File: src/rtl/tx_controller.sv
// Frame sequencer for the UART transmit shift register: turns a host write into
// a load strobe, baud-timed shift pulses and a done pulse.
`timescale 1ns/1ps
module tx_controller #(
  parameter int unsigned CLK_HZ        = 100000000,
  parameter int unsigned BAUD_OVERRIDE = 0
) (
  input  logic       clk,
  input  logic       rst,
  input  logic       write,
  input  logic [3:0] baud,
  input  logic       eight,
  input  logic       parity_en,
  output logic       load,
  output logic       shift,
  output logic       tx_rdy,
  output logic       busy,
  output logic       done
);

  // state | meaning
  // IDLE  | ready for a host write
  // LOAD  | one-cycle load strobe, counters cleared
  // SEND  | baud-timed shifting of the frame bits
  // DONE  | one-cycle done pulse after the stop bit
  typedef enum logic [1:0] {IDLE, LOAD, SEND, DONE} state_t;

  function automatic logic [18:0] div_for(input longint unsigned rate);
    longint unsigned k;
    k = (64'(CLK_HZ) + rate / 64'd2) / rate;
    return 19'(k);
  endfunction

  localparam logic [18:0] K_300    = div_for(300);
  localparam logic [18:0] K_1200   = div_for(1200);
  localparam logic [18:0] K_2400   = div_for(2400);
  localparam logic [18:0] K_4800   = div_for(4800);
  localparam logic [18:0] K_9600   = div_for(9600);
  localparam logic [18:0] K_19200  = div_for(19200);
  localparam logic [18:0] K_38400  = div_for(38400);
  localparam logic [18:0] K_57600  = div_for(57600);
  localparam logic [18:0] K_115200 = div_for(115200);
  localparam logic [18:0] K_230400 = div_for(230400);
  localparam logic [18:0] K_460800 = div_for(460800);
  localparam logic [18:0] K_921600 = div_for(921600);

  state_t      state_q, state_d;
  logic [3:0]  baud_q, baud_d;
  logic        eight_q, eight_d;
  logic        parity_q, parity_d;
  logic [18:0] cnt_q, cnt_d;
  logic [3:0]  bit_q, bit_d;
  logic        load_q, load_d;
  logic        shift_q, shift_d;
  logic        tx_rdy_q, tx_rdy_d;
  logic        busy_q, busy_d;
  logic        done_q, done_d;

  logic [18:0] k_sel;
  logic [18:0] k_last;
  logic [3:0]  n_bits;

  always_comb begin
    k_sel = K_921600;
    case (baud_q)
      4'd0:    k_sel = K_300;
      4'd1:    k_sel = K_1200;
      4'd2:    k_sel = K_2400;
      4'd3:    k_sel = K_4800;
      4'd4:    k_sel = K_9600;
      4'd5:    k_sel = K_19200;
      4'd6:    k_sel = K_38400;
      4'd7:    k_sel = K_57600;
      4'd8:    k_sel = K_115200;
      4'd9:    k_sel = K_230400;
      4'd10:   k_sel = K_460800;
      default: k_sel = K_921600;
    endcase
    if (BAUD_OVERRIDE != 0) k_sel = 19'(BAUD_OVERRIDE);
    k_last = k_sel - 19'd1;
    n_bits = 4'd9 + {3'b000, eight_q} + {3'b000, parity_q};
  end

  always_comb begin
    state_d  = state_q;
    baud_d   = baud_q;
    eight_d  = eight_q;
    parity_d = parity_q;
    cnt_d    = cnt_q;
    bit_d    = bit_q;
    case (state_q)
      IDLE: begin
        if (write) begin
          state_d  = LOAD;
          baud_d   = baud;
          eight_d  = eight;
          parity_d = parity_en;
        end
      end
      LOAD: begin
        state_d = SEND;
        cnt_d   = '0;
        bit_d   = '0;
      end
      SEND: begin
        if (cnt_q == k_last) begin
          cnt_d = '0;
          bit_d = bit_q + 4'd1;
          if (bit_d == n_bits) state_d = DONE;
        end else begin
          cnt_d = cnt_q + 19'd1;
        end
      end
      DONE:    state_d = IDLE;
      default: state_d = IDLE;
    endcase

    // Outputs are registered, so they are decoded from the next-cycle state/count.
    load_d   = (state_d == LOAD);
    shift_d  = (state_d == SEND) && (cnt_d == k_last);
    tx_rdy_d = (state_d == IDLE) || (state_d == DONE);
    busy_d   = (state_d == LOAD) || (state_d == SEND);
    done_d   = (state_d == DONE);
  end

  always_ff @(posedge clk or posedge rst) begin
    if (rst) begin
      state_q  <= IDLE;
      baud_q   <= '0;
      eight_q  <= 1'b0;
      parity_q <= 1'b0;
      cnt_q    <= '0;
      bit_q    <= '0;
      load_q   <= 1'b0;
      shift_q  <= 1'b0;
      tx_rdy_q <= 1'b1;
      busy_q   <= 1'b0;
      done_q   <= 1'b0;
    end else begin
      state_q  <= state_d;
      baud_q   <= baud_d;
      eight_q  <= eight_d;
      parity_q <= parity_d;
      cnt_q    <= cnt_d;
      bit_q    <= bit_d;
      load_q   <= load_d;
      shift_q  <= shift_d;
      tx_rdy_q <= tx_rdy_d;
      busy_q   <= busy_d;
      done_q   <= done_d;
    end
  end

  assign load   = load_q;
  assign shift  = shift_q;
  assign tx_rdy = tx_rdy_q;
  assign busy   = busy_q;
  assign done   = done_q;

endmodule

File: config.mk
export PLATFORM = sky130hd
export DESIGN_NAME = tx_controller
export DESIGN_NICKNAME = d
export VERILOG_FILES = /design/src/rtl/tx_controller.sv
export SDC_FILE = /design/constraint.sdc
export NUM_CORES = 1
export LEC_CHECK = 0
export BUFFER_PORTS_ARGS = -buffer_cell sky130_fd_sc_hd__buf_4
export CELL_PAD_IN_SITES_DETAIL_PLACEMENT = 1
export CELL_PAD_IN_SITES_GLOBAL_PLACEMENT = 1
export CORE_MARGIN = 5
export CORE_UTILIZATION = 40
export CTS_CLUSTER_SIZE = 14
export DETAILED_ROUTE_END_ITERATION = 6
export PLACE_DENSITY = 0.74
export SLEW_MARGIN = 20
export SYNTH_ARGS = -nofsm -noshare
export SYNTH_HDL_FRONTEND = slang
export SYNTH_SLANG_ARGS = --single-unit
File: constraint.sdc
create_clock -name clk -period 7.45 [get_ports clk]
set_input_delay 1.49 -clock clk [delete_from_list [all_inputs] [get_ports clk]]
set_output_delay 1.49 -clock clk [all_outputs]
set_load 0.01 [all_outputs]
# After elaboration in Yosys (flattened, before gate mapping)
# Memories as Yosys holds them, arrays and structs flattened.
# Cells that the tools add are included.
[classes]
add_sub_neg = 5
n_reduce_logical = 8
muxes = 8
n_eq_ne = 10
[ops]
columns = ["cell", "n"]
rows = [
  ["equality test 19 bit", 2],
  ["one-hot mux 19 bit (2 select lines)", 1],
  ["adder 19 x 1 -> 19 bit, second input constant", 1],
  ["2-to-1 mux 19 bit", 1],
  ["subtractor 19 x 1 -> 19 bit, second input constant", 1],
  ["equality test 2 bit, second input constant", 4],
  ["one-hot mux 2 bit (4 select lines)", 1],
  ["one-hot mux 4 bit (2 select lines)", 1],
  ["2-to-1 mux 2 bit", 3],
  ["adder 4 x 1 -> 4 bit", 1],
  ["adder 4 x 1 -> 4 bit, first input constant", 1],
  ["adder 4 x 1 -> 4 bit, second input constant", 1],
  ["equality test 2 x 1 -> 1 bit, second input constant", 2],
  ["equality test 4 bit", 1],
  ["logical NOT 2 bit", 2],
  ["2-to-1 mux 4 bit", 1],
  ["AND reduction 2 bit", 2],
  ["logical OR 1 bit", 2],
  ["inequality test 2 bit, second input constant", 1],
  ["nonzero test 2 bit", 1],
  ["logical AND 1 bit", 1],
]
[word_totals]
mem_bits_ro = 288
ff_bits = 36
mem_count = 1
input_bits = 9
out_inout_bits = 5
[memory_table]
columns = ["name", "depth", "word_bits", "read_ports", "rd_clocked_by_memory_dff", "write_ports", "line", "source"]
rows = [
  ["(no name shown)", 16, 18, 1, 0, 0, "65", "case (baud_q)"],
]

# Longest topological paths before layout
# Gate-level depths: netlist of the first run.
[logic_depth]
word_depth = 8
mapped_depth = 25
ltp_nobuf = 23

# Worst setup path after synthesis of the first run
# OpenSTA, ideal clock, no wires.
[synth_path]
path_type = "reg2reg"
startpoint = "register baud_q[0]"
endpoint = "register shift_q (netlist: shift)"
path_buffers = 1
path_slack_ps = 3042
period_less_slack_ps = 4408
stages_incl_launch_ff = 23
setup_time_ps = 101
t_arrival_ps = 4307
cell_sequence = "dfrtp_1 -> clkbuf_1 -> inv_1 -> ha_1 -> nand2b_1 -> mux2_2 -> inv_1 -> ha_1 -> o31ai_1 -> o32a_1 -> nand4_1 -> nor2_2 -> a31oi_1 -> nor2_1 -> a21oi_1 -> ha_1 -> inv_1 -> a31oi_1 -> o221ai_1 -> nor4_1 -> o2111ai_1 -> or4b_1 -> nor4_1"
[synth_between]
elab_chain_len = 7
[synth_rtl]
columns = ["element", "line", "source"]
rows = [
  ["start, declared", "48", "logic [3:0] baud_q, baud_d;"],
  ["start signal, assigned", "141", "baud_q <= baud_d;"],
  ["memory read (16 x 18 bit) (*)", "-", ""],
  ["subtractor 19 x 1 -> 19 bit (*)", "80", "k_last = k_sel - 19'd1;"],
  ["equality test 19 bit", "106", "if (cnt_q == k_last) begin"],
  ["2-to-1 mux 19 bit or 2-to-1 mux 2 bit (tied branches)", "106", ""],
  ["one-hot mux 19 bit (2 select lines) or one-hot mux 2 bit (4 select lines) (tied branches)", "91", "case (state_q)"],
  ["equality test 19 bit or equality test 2 bit (tied branches)", "120", "shift_d = (state_d == SEND) && (cnt_d == k_last);"],
  ["logical AND 1 bit (*)", "120", ""],
  ["named net shift_d", "54", "logic shift_q, shift_d;"],
  ["end signal, assigned", "147", "shift_q <= shift_d;"],
  ["end, declared", "54", ""],
]
# The timed path passes the listed nets; every way through them passes the cells marked *.
# A chain may end at the register's enable or synchronous reset.

# Worst setup path in the final report of the first run
[layout_path]
startpoint = "register baud_q[2]"
endpoint = "register shift_q (netlist: shift)"
# Same word-level chain as after synthesis.

==> results.yml, run 1 <==
cts:
  postCtsHoldBufs: 0
  htreeDepth: 2
  cts_inserted_buffers: 5
  ctsLongestPathBuffers: 2
  cts_num_sinks: 36
  post_cts_buffers: 0
  clkTransAtPathRegs_ps: 70
  insertion_delay_ps: 290
  cts_tree: "yes"
  cts.repair.resized: 0
  clock-root-buffer: "clkbuf_8"
drt:
  routed_wl_um: 12460
  viasPerCell: 6.389
  vias: 3527
  drc: 0
  wl_per_cell_um: 22.58
  drt_iter0_markers: 247
  firstDrtPassIters: 5
  drtAntennaViolNets: 0
cells_and_area:
  antenna-diode-count: 0
  area_growth_pct: 5.309
  layout.nets: 470
  drive_gt1_share_pct: 12.39
  finalInstanceArea_mm2: 0.003822
floorplan:
  die_h_um: 105.3
  die_area_mm2: 0.01108
  floorplan.initialDensity_pct: 41.42
  io_pins: 14
  row_count: 34
  die_width_um: 105.3
  core_mm2: 0.008763
synthesis:
  synthTopCellsByCount: "nand2_1 (45), nor2_1 (44), dfrtp_1 (35)"
  synthArstFlopShare_pct: 100.0
  mappedNetlistNets: 478
  synth-seq-cells: 36
  synth_top_area_share_pct: 24.13
  ys_seq_area_share_pct: 24.85
  synth_ff_type: "dfrtp_1"
  avgSynthCellArea_um2: 8.030
  synth_cell_types: 76
  synthesis.area_mm2: 0.003630
  synthCells: 452
  yosysMostFrequentCell: "nand2_1"
  synth_largest_area_cell: "dfrtp_1"
  synth-edff-count: 0
  ys_top_cells_by_area: "dfrtp_1 (24%), ha_1 (5.9%), nand2_1 (4.7%), nor2_1 (4.6%), xor2_1 (3.9%)"
  ys.warnings.count: 0
power_and_ir_drop:
  p_sw_share_pct: 56.22
  ir_drop_v: 0.0002473
  leakage_nw: 1.552
  p_clk_share_pct: 8.5
  pwr-share-seq_pct: 17.1
  power.switching_mw: 1.029
  p_comb_share_pct: 74.4
  p_per_area_mw_per_mm2: 478.6
  intPower_uw: 800.9
timing:
  skew_ps: 3.477
  post-route-period-util_pct: 71.05
  slew_headroom_pct: 35.10
  hold_viol: 0
  tightestPinTransition_ps: 973.5
  setup_viol: 0
  rsz0062_at_grt: "no"
  min_period_ps: 5293
  hold_slack_ps: 529.9
  fin_setup_tns_ps: 0
  fmax_mhz: 188.9
  maxSlewViolCount: 0
grt:
  grtUsageTotal_pct: 22.22
  grt_first_pass_wirelength_um: 19930
  grt_max_degree: 41
  gr-total-overflow: 0
  grt_pass1_vias: 3603
  antenna_found_initial: 0
placement:
  hpwlAfterDp_um: 9164
  portBuffers: 13
  place_area_mm2: 0.003726
  gp_congestion: 0.9331
setup_path:
  critPathLaunchType: "flop"
  reg2reg_slack_ps: 2160
  cp.required_ps: 7630
  crit_fanout: 33
  end_kind: "flop"
  r2r-start: "baud_q[2]$_DFFE_PP0P_"
  crit_arrival_ps: 5480
  worst-setup-path-type: "flop to flop"
  r2r_end: "shift$_DFF_PP0_"
  reg2reg_depth: 21
hold_path:
  hold_start: "parity_q$_DFFE_PP0P_"
  worstHoldEndpoint: "parity_q$_DFFE_PP0P_"
  hold_class: "flop to flop"
  hold-path-cell-count: 1
job:
  cap_violations: 0
outcome:
  outcome: "finished clean"
-- worst max-delay path: stages, from the launching register on --
cell	delay (ps)
dfrtp_1	980
or2_1	400
mux2_2	300
inv_1	90
ha_1	300
xnor2_1	190
o22ai_1	150
nor3_1	70
o32a_1	220
nand4_1	190
nor2_2	140
a31oi_1	160
nor2_1	70
a21oi_1	130
ha_1	160
inv_1	40
a31oi_1	190
o221ai_1	160
nor4_1	210
o2111ai_1	140
or4b_1	550
nor4_1	310
-- logic make-up (layout without fill, tap and decap cells) --
kind of cell	count (synthesis)	after routing	share of synthesized area, %
xor gates and xnor gates	29	29	6.997
buffers and inverters	54	46	6.963
DFF	36	36	24.85
AOI/OAI and AO/OA	106	106	20.92
and+or+nand+nor	190	190	28.54
adders and majority gates	17	17	5.860
muxes	20	20	5.860
-- per-stage QoR --
step                      instances  setup WS [ps]  power (mW)  utilization [%]
after floorplan                 452           3042       1.307                -
after CTS                       552           2303       1.796            43.62
after global placement          545           2571       1.598            42.52
after detailed placement        545           2282       1.629            42.52
final                           552           2157       1.829            43.62
after global routing            552           1841       1.952            43.62
-- placed cells by master (no fill, tap or decap), types with 3 or more instances in the layout --
master,netlist,layout
o32a_1,3,3
buf_4,2,18
o22ai_1,9,9
dfrtp_1,35,35
nand4_1,13,13
o221ai_1,4,4
nand3b_1,3,3
ha_1,17,17
a31oi_1,10,10
and3_1,3,3
a21oi_1,15,15
o21ai_1,3,3
nor2_1,44,44
nor4_1,5,5
nand2_1,45,45
o31ai_1,7,7
o211ai_1,4,4
nor3_1,11,11
inv_1,21,21
or3_1,4,4
o311ai_0,3,3
a21o_1,3,3
nor3b_1,5,5
xnor2_1,13,13
clkbuf_8,0,7
o21ai_0,17,17
or4_1,4,4
mux2i_1,10,10
o2111ai_1,5,5
nor2b_1,6,6
mux2_2,10,10
xor2_1,16,16
nand2b_1,9,9
nand3_1,12,12
-- routing by layer --
layer / vias to the layer above / wire length, µm / GRT usage (%)
met1: 1727 / 5795 / 31.70
met5: - / 0 / 0
met4: 0 / 327 / 7.580
li1: 1631 / - / -
met3: 26 / 735 / 3.056
met2: 143 / 5606 / 34.36
-- registers in the layout, summed over array words and instances, names as in the netlist, 2 cells and up --
name	flops
cnt_q	19
bit_q	4
state_q	2
baud_q	4
-- power by group through the flow --
stage / registers, mW / logic [mW] / clock network [mW]
after floorplan: 0.266 / 1.04 / 0
after global placement: 0.308 / 1.29 / 0
after detailed placement: 0.313 / 1.32 / 0
after CTS: 0.310 / 1.33 / 0.160
after global routing: 0.318 / 1.47 / 0.168
final: 0.312 / 1.36 / 0.156
-- worst max path at each step --
stage	startpoint	to
final	baud_q[2]$_DFFE_PP0P_	shift$_DFF_PP0_
after global routing	baud_q[2]$_DFFE_PP0P_	shift$_DFF_PP0_
after CTS	baud_q[2]$_DFFE_PP0P_	shift$_DFF_PP0_
after detailed placement	baud_q[2]$_DFFE_PP0P_	shift$_DFF_PP0_
after global placement	baud_q[2]$_DFFE_PP0P_	shift$_DFF_PP0_
after floorplan	baud_q[0]$_DFFE_PP0P_	shift$_DFF_PP0_
-- cell type report --
type | count | area [µm²]
clock buffers | 7 | 96.34
repair buffers | 18 | 135.1
multi-input cells | 362 | 2475
well taps | 108 | 135.1
flip-flops and latches | 36 | 902.1
inverters | 21 | 78.83
fillers | 1058 | 4941
Note: power is estimated with default switching activity, not from simulation.
==> run 2, diff against run 1 <==
Settings changed: ABC_AREA set to 1, PLACE_DENSITY 0.74 to 0.77.
Clock period 7.45 ns to 5.3 ns, I/O delays scaled along.
==> run 2 against run 1 <==
Synthesized cell count is 19% higher. Setup slack worse by 880 ps. Largest cell class unchanged. Die area is 3.6% lower. Fmax is 32% higher. Flip-flop and latch count stayed put. Critical endpoint unchanged. Clock power is 72% higher. Count of clock-buffer cells in the layout is 2 lower.
==> results.yml, run 2 <==
drt:
  drc: 0
  drt_iter0_markers: 143
  drtAntennaViolNets: 0
  top_layer_used: "met4"
  firstDrtPassIters: 4
  wl_per_cell_um: 16.36
  wl_met1_um: 4789
  routed_wl_um: 10730
  wl_met2_um: 5299
  vias: 3443
  viasPerCell: 5.248
  route.met3.wl_um: 370
grt:
  grt_first_pass_wirelength_um: 17700
  grt_max_degree: 37
  gr-total-overflow: 0
  antenna_found_initial: 0
  grtUsageTotal_pct: 21.54
  grt_pass1_vias: 3548
floorplan:
  io_pins: 14
  die_area_mm2: 0.01068
  die_h_um: 103.3
  core_mm2: 0.008593
  die_width_um: 103.3
  floorplan.initialDensity_pct: 40.55
  row_count: 34
placement:
  dp.cells: 648
  hpwlAfterDp_um: 8340
  portBuffers: 13
  gp_congestion: 0.8907
synthesis:
  synth-edff-count: 0
  synth_largest_area_cell: "dfrtp_1"
  synth-seq-cells: 36
  synthArstFlopShare_pct: 100.0
  ys.warnings.count: 0
  yosysMostFrequentCell: "nand2_1"
  synthCells: 537
  synth_cell_types: 41
  synth_ff_type: "dfrtp_1"
  synth_top_area_share_pct: 25.13
  synthTopCellsByCount: "nand2_1 (167), inv_1 (74), nand3_1 (66)"
  ys_seq_area_share_pct: 25.89
  ys_top_cells_by_area: "dfrtp_1 (25%), nand2_1 (18%), nand3_1 (9.5%), inv_1 (8.0%), ha_1 (6.1%)"
  mappedNetlistNets: 563
  synthesis.area_mm2: 0.003485
  avgSynthCellArea_um2: 6.489
cts:
  insertion_delay_ps: 300
  cts_tree: "yes"
  cts_inserted_buffers: 5
  cts.repair.resized: 0
  clock-root-buffer: "clkbuf_8"
  ctsLongestPathBuffers: 2
  clkTransAtPathRegs_ps: 100
  htreeDepth: 2
  postCtsHoldBufs: 0
  cts_num_sinks: 36
  post_cts_buffers: 0
timing:
  setup_viol: 0
  tightestPinTransition_ps: 671.2
  rsz0062_at_grt: "no"
  fmax_mhz: 248.5
  skew_ps: 9.737
  post-route-period-util_pct: 75.93
  fin_setup_tns_ps: 0
  maxSlewViolCount: 0
  hold_viol: 0
  min_period_ps: 4024
  slew_headroom_pct: 55.20
power_and_ir_drop:
  p_comb_share_pct: 2.1
  totalPowerFinal_uw: 554.1
  p_sw_share_pct: 24.06
  p_per_area_mw_per_mm2: 146.7
  pwr-share-seq_pct: 49.5
  p_clk_share_pct: 48.4
  leakage_nw: 2.109
  intPower_uw: 420.8
  power.switching_uw: 133.3
  ir_drop_v: 0.00009752
outcome:
  outcome: "finished clean"
setup_path:
  cp.required_ps: 5490
  crit_arrival_ps: 4220
  critPathLaunchType: "flop"
  reg2reg_slack_ps: 1280
  crit_fanout: 13
  worst-setup-path-type: "flop to flop"
  r2r-start: "baud_q[0]$_DFFE_PP0P_"
  reg2reg_depth: 27
  r2r_end: "shift$_DFF_PP0_"
  end_kind: "flop"
cells_and_area:
  antenna-diode-count: 0
  regMostFlops: "cnt_q"
  area_growth_pct: 8.402
  finalNonFillerCells: 656
  final_common_cell: "nand2_1"
  largest_register_ffs: 19
  layout.nets: 573
  final_cell_mix: "nand2_1 (167), inv_1 (74), nand3_1 (66)"
  drive_gt1_share_pct: 12.77
  reg_top3: "cnt_q: 19 flops, baud_q: 4 flops, bit_q: 4 flops"
hold_path:
  hold_class: "flop to flop"
  hold_start: "bit_q[1]$_DFFE_PP0P_"
  worstHoldEndpoint: "bit_q[1]$_DFFE_PP0P_"
  hold-path-cell-count: 2
job:
  cap_violations: 0
[run 2: changes by cell type in the layout (fill, tap and decap cells not counted), moves of 8 or more]
| cell | previous run | this run |
|---|---|---|
| a31oi_1 | 10 | 0 |
| inv_1 | 21 | 74 |
| mux2_2 | 10 | 0 |
| mux2i_1 | 10 | 0 |
| nand2_1 | 45 | 167 |
| nand2_2 | 1 | 9 |
| nand2b_1 | 9 | 0 |
| nand3_1 | 12 | 66 |
| nor2_1 | 44 | 36 |
| o22ai_1 | 9 | 0 |
| xnor2_1 | 13 | 4 |
[run 2: how the worst max path moves through the flow]
stage / endpoint / depth (start not counted) / slack, ps / startpoint
floorplan: shift$_DFF_PP0_ / 28 / 1990 / baud_q[0]$_DFFE_PP0P_
global placement: shift$_DFF_PP0_ / 27 / 1510 / baud_q[0]$_DFFE_PP0P_
detailed placement: shift$_DFF_PP0_ / 27 / 1330 / baud_q[0]$_DFFE_PP0P_
CTS: shift$_DFF_PP0_ / 27 / 1290 / baud_q[0]$_DFFE_PP0P_
global route: shift$_DFF_PP0_ / 27 / 840 / baud_q[0]$_DFFE_PP0P_
finish: shift$_DFF_PP0_ / 27 / 1280 / baud_q[0]$_DFFE_PP0P_
[run 2: worst max-delay path, cell delays in order, from the launching register on]
cell and delay [ps]:
dfrtp_1 430, inv_1 290, ha_1 210, inv_1 60
nand2_1 60, nand2_1 60, nand2_1 170, inv_1 90
ha_1 340, xor2_1 150, nand2_1 70, nor2_1 150
nand4_1 110, nor2_1 100, nand3_1 80, nor2_1 130
nand3_2 320, nor4_1 260, o21ai_0 120, nand2_1 150
inv_1 60, ha_1 190, nand2_1 60, nor2_1 40
nand2_1 50, nor2_1 40, nand2_1 50, nor2_1 40
[run 2: power by group through the flow]
| stage | sequential [mW] | combinational, mW | clock, mW |
|---|---|---|---|
| 6_report | 0.274 | 0.0114 | 0.268 |
| 4_1_cts | 0.274 | 0.0120 | 0.274 |
| 3_3_place_gp | 0.280 | 0.0115 | 0 |
| 2_1_floorplan | 0.280 | 0.00406 | 0 |
| 3_5_place_dp | 0.280 | 0.0119 | 0 |
| 5_1_grt | 0.275 | 0.0130 | 0.287 |
[run 2: through the flow]
| step | setup WS [ps] | hold slack (ps) | util (%) | cell area (µm²) |
|---|---|---|---|---|
| 3_3_place_gp | 1514 | 492.2 | 42.62 | 3662 |
| 3_5_place_dp | 1327 | 506.6 | 42.62 | 3662 |
| 2_1_floorplan | 1995 | 473.4 | - | 3485 |
| 6_report | 1276 | 527.7 | 43.96 | 3777 |
| 5_1_grt | 840.8 | 561.5 | 43.96 | 3777 |
| 4_1_cts | 1290 | 528.3 | 43.96 | 3777 |
[run 2: logic make-up (layout without fill, tap and decap cells)]
kind of cell | after synthesis | count (layout) | synth area share, %
AND/OR/NAND/NOR | 331 | 331 | 44.63
buffers and inverters | 98 | 109 | 11.71
flip-flops | 36 | 36 | 25.89
AO/OA/AOI/OAI | 32 | 32 | 5.889
XOR/XNOR | 23 | 23 | 5.781
adder cells (fa/ha/maj) | 17 | 17 | 6.104
[run 2: cell type report]
| class | count | area [µm²] |
|---|---|---|
| fillers | 1169 | 4816 |
| multi-input cells | 403 | 2175 |
| flip-flops and latches | 36 | 902.1 |
| inverters | 84 | 322.8 |
| well taps | 108 | 135.1 |
| repair buffers | 17 | 127.6 |
| clock buffers | 5 | 68.82 |
| clock inverters | 3 | 46.29 |
[run 2: per-layer routing]
layer,GRT usage (%),up-vias
li1,-,1719
met4,8.068,0
met2,38.38,57
met5,0,-
met3,2.683,19
met1,26.49,1648
==> run 3, diff against run 2 <==
Settings changed: PLACE_DENSITY 0.77 to 0.8.
Clock period 5.3 ns to 3.47 ns, I/O delays scaled along.
==> run 3 against run 2 <==
Sequential share of layout area fell by 0.81 points. First-iteration DRC count rose by 13%. Fmax rose by 21%. Final cell count rose by 2.4%. Clock skew rose by 1.8 ps. Sequential power rose by 53%. Worst hold slack got worse by 14 ps. Setup slack got worse by 1100 ps. Flip-flop and latch count did not move. Combinational power rose by 47%. Largest power group unchanged. Highest routed layer unchanged.
==> results.yml, run 3 (synthesis results as in run 2) <==
timing:
  hold_slack_ps: 513.9
  post-route-period-util_pct: 96.02
  maxSlewViolCount: 0
  hold_viol: 0
  setup_viol: 0
  skew_ps: 11.56
  fin_ws_ps: 138.2
  tightestPinTransition_ps: 669.9
  slew_headroom_pct: 54.87
  min_period_ps: 3332
  fmax_mhz: 300.1
cells_and_area:
  multi_input_area_mm2: 0.002211
  final_cell_mix: "nand2_1 (164), inv_1 (73), nand3_1 (64)"
  antenna-diode-count: 0
  final_common_cell: "nand2_1"
  area_growth_pct: 12.50
  drive_gt1_share_pct: 17.20
  largest_register_ffs: 19
  finalInstanceArea_mm2: 0.003920
  final-seq-area_um2: 904.6
  fill_cells: 1127
  regMostFlops: "cnt_q"
  fin_util_pct: 45.62
  reg_top3: "cnt_q: 19 flops, baud_q: 4 flops, bit_q: 4 flops"
  layout.nets: 589
outcome:
  outcome: "finished clean"
floorplan:
  die_width_um: 103.3
  floorplan.initialDensity_pct: 40.55
  die_area_mm2: 0.01068
  io_pins: 14
  die_h_um: 103.3
  core_mm2: 0.008593
  row_count: 34
power_and_ir_drop:
  p_per_area_mw_per_mm2: 195.2
  ir_drop_v: 0.0001432
  totalPowerFinal_uw: 765.1
  leakage_nw: 2.194
cts:
  postCtsHoldBufs: 0
  cts_inserted_buffers: 5
  cts_tree: "yes"
  insertion_delay_ps: 300
  clock-root-buffer: "clkbuf_8"
  ctsLongestPathBuffers: 2
  htreeDepth: 2
  clkTransAtPathRegs_ps: 90
  cts_num_sinks: 36
drt:
  drtAntennaViolNets: 0
  routed_wl_um: 11450
  viasPerCell: 5.268
  vias: 3540
  drt_iter0_markers: 162
  wl_per_cell_um: 17.04
  drc: 0
  firstDrtPassIters: 4
setup_path:
  cp.required_ps: 3670
  reg2reg_depth: 28
  end_kind: "flop"
  r2r-start: "baud_q[0]$_DFFE_PP0P_"
  worst-setup-path-type: "flop to flop"
  crit_fanout: 4
  crit_start: "baud_q[0]$_DFFE_PP0P_"
  cp_slowest_cell: "dfrtp_1"
  crit_top_cell: "nand2_1"
  slowest_delay_ps: 410
  crit_arrival_ps: 3530
  critPathLaunchType: "flop"
hold_path:
  hold_class: "primary input to async pin"
grt:
  antenna_found_initial: 0
  gr-total-overflow: 0
  grt_max_degree: 37
  grtUsageTotal_pct: 22.36
  grt_first_pass_wirelength_um: 18570
  grt_pass1_vias: 3753
job:
  cap_violations: 0
placement:
  gp_congestion: 0.9107
  pre_cts_ws_ps: 48.92
  portBuffers: 13
  hpwlAfterDp_um: 8624
  place_area_mm2: 0.003700
## run 3: path summary, 6_finish.rpt
check                                         to  slack [ps]
hold reg to reg             bit_q[3]$_DFFE_PP0P_         520
hold / removal               eight_q$_DFFE_PP0P_         510
min in group clk            bit_q[3]$_DFFE_PP0P_         520
setup / recovery                 shift$_DFF_PP0_         140
max in group asynchronous  baud_q[3]$_DFFE_PP0P_        2580
setup reg to reg                 shift$_DFF_PP0_         140
## run 3: cell type report
type	count	area share, %
clock buffers	6	1.851
clock inverters	2	0.4149
inverters	84	8.299
multi-input cells	403	56.40
flip-flops and latches	36	23.08
well taps	108	3.447
repair buffers	33	6.511
## run 3: what timing repair did
action | 4_1_cts | 5_1_grt
buffers inserted | 0 | 11
setup endpoints to repair | 0 | 7
gates resized for setup | 0 | 16
## run 3: worst max-delay path: cells and delay by family (launching register included)
family	cells	cell delay, ps
AND/OR/NAND/NOR	19	1590
buffers and inverters	4	340
flip-flops	1	410
adder cells (fa/ha/maj)	3	600
AO/OA/AOI/OAI	2	290
## run 3: metal layers
layer,vias up,wire length [µm],track usage (%)
met5,-,0,0
met1,1723,5105,28.28
met2,52,5731,40.01
met4,0,247,6.275
li1,1749,-,-
met3,16,369,2.683
## run 3: per-stage QoR
stage	setup TNS, ps	std cells
floorplan	0	537
global placement	0	653
detailed placement	0	653
CTS	0	661
global route	-132.6	672
finish	0	672
## run 3: power by group
part / internal [mW] / switching [mW]
registers: 0.419 / 0
logic: 0.00644 / 0.0103
clock network: 0.143 / 0.186
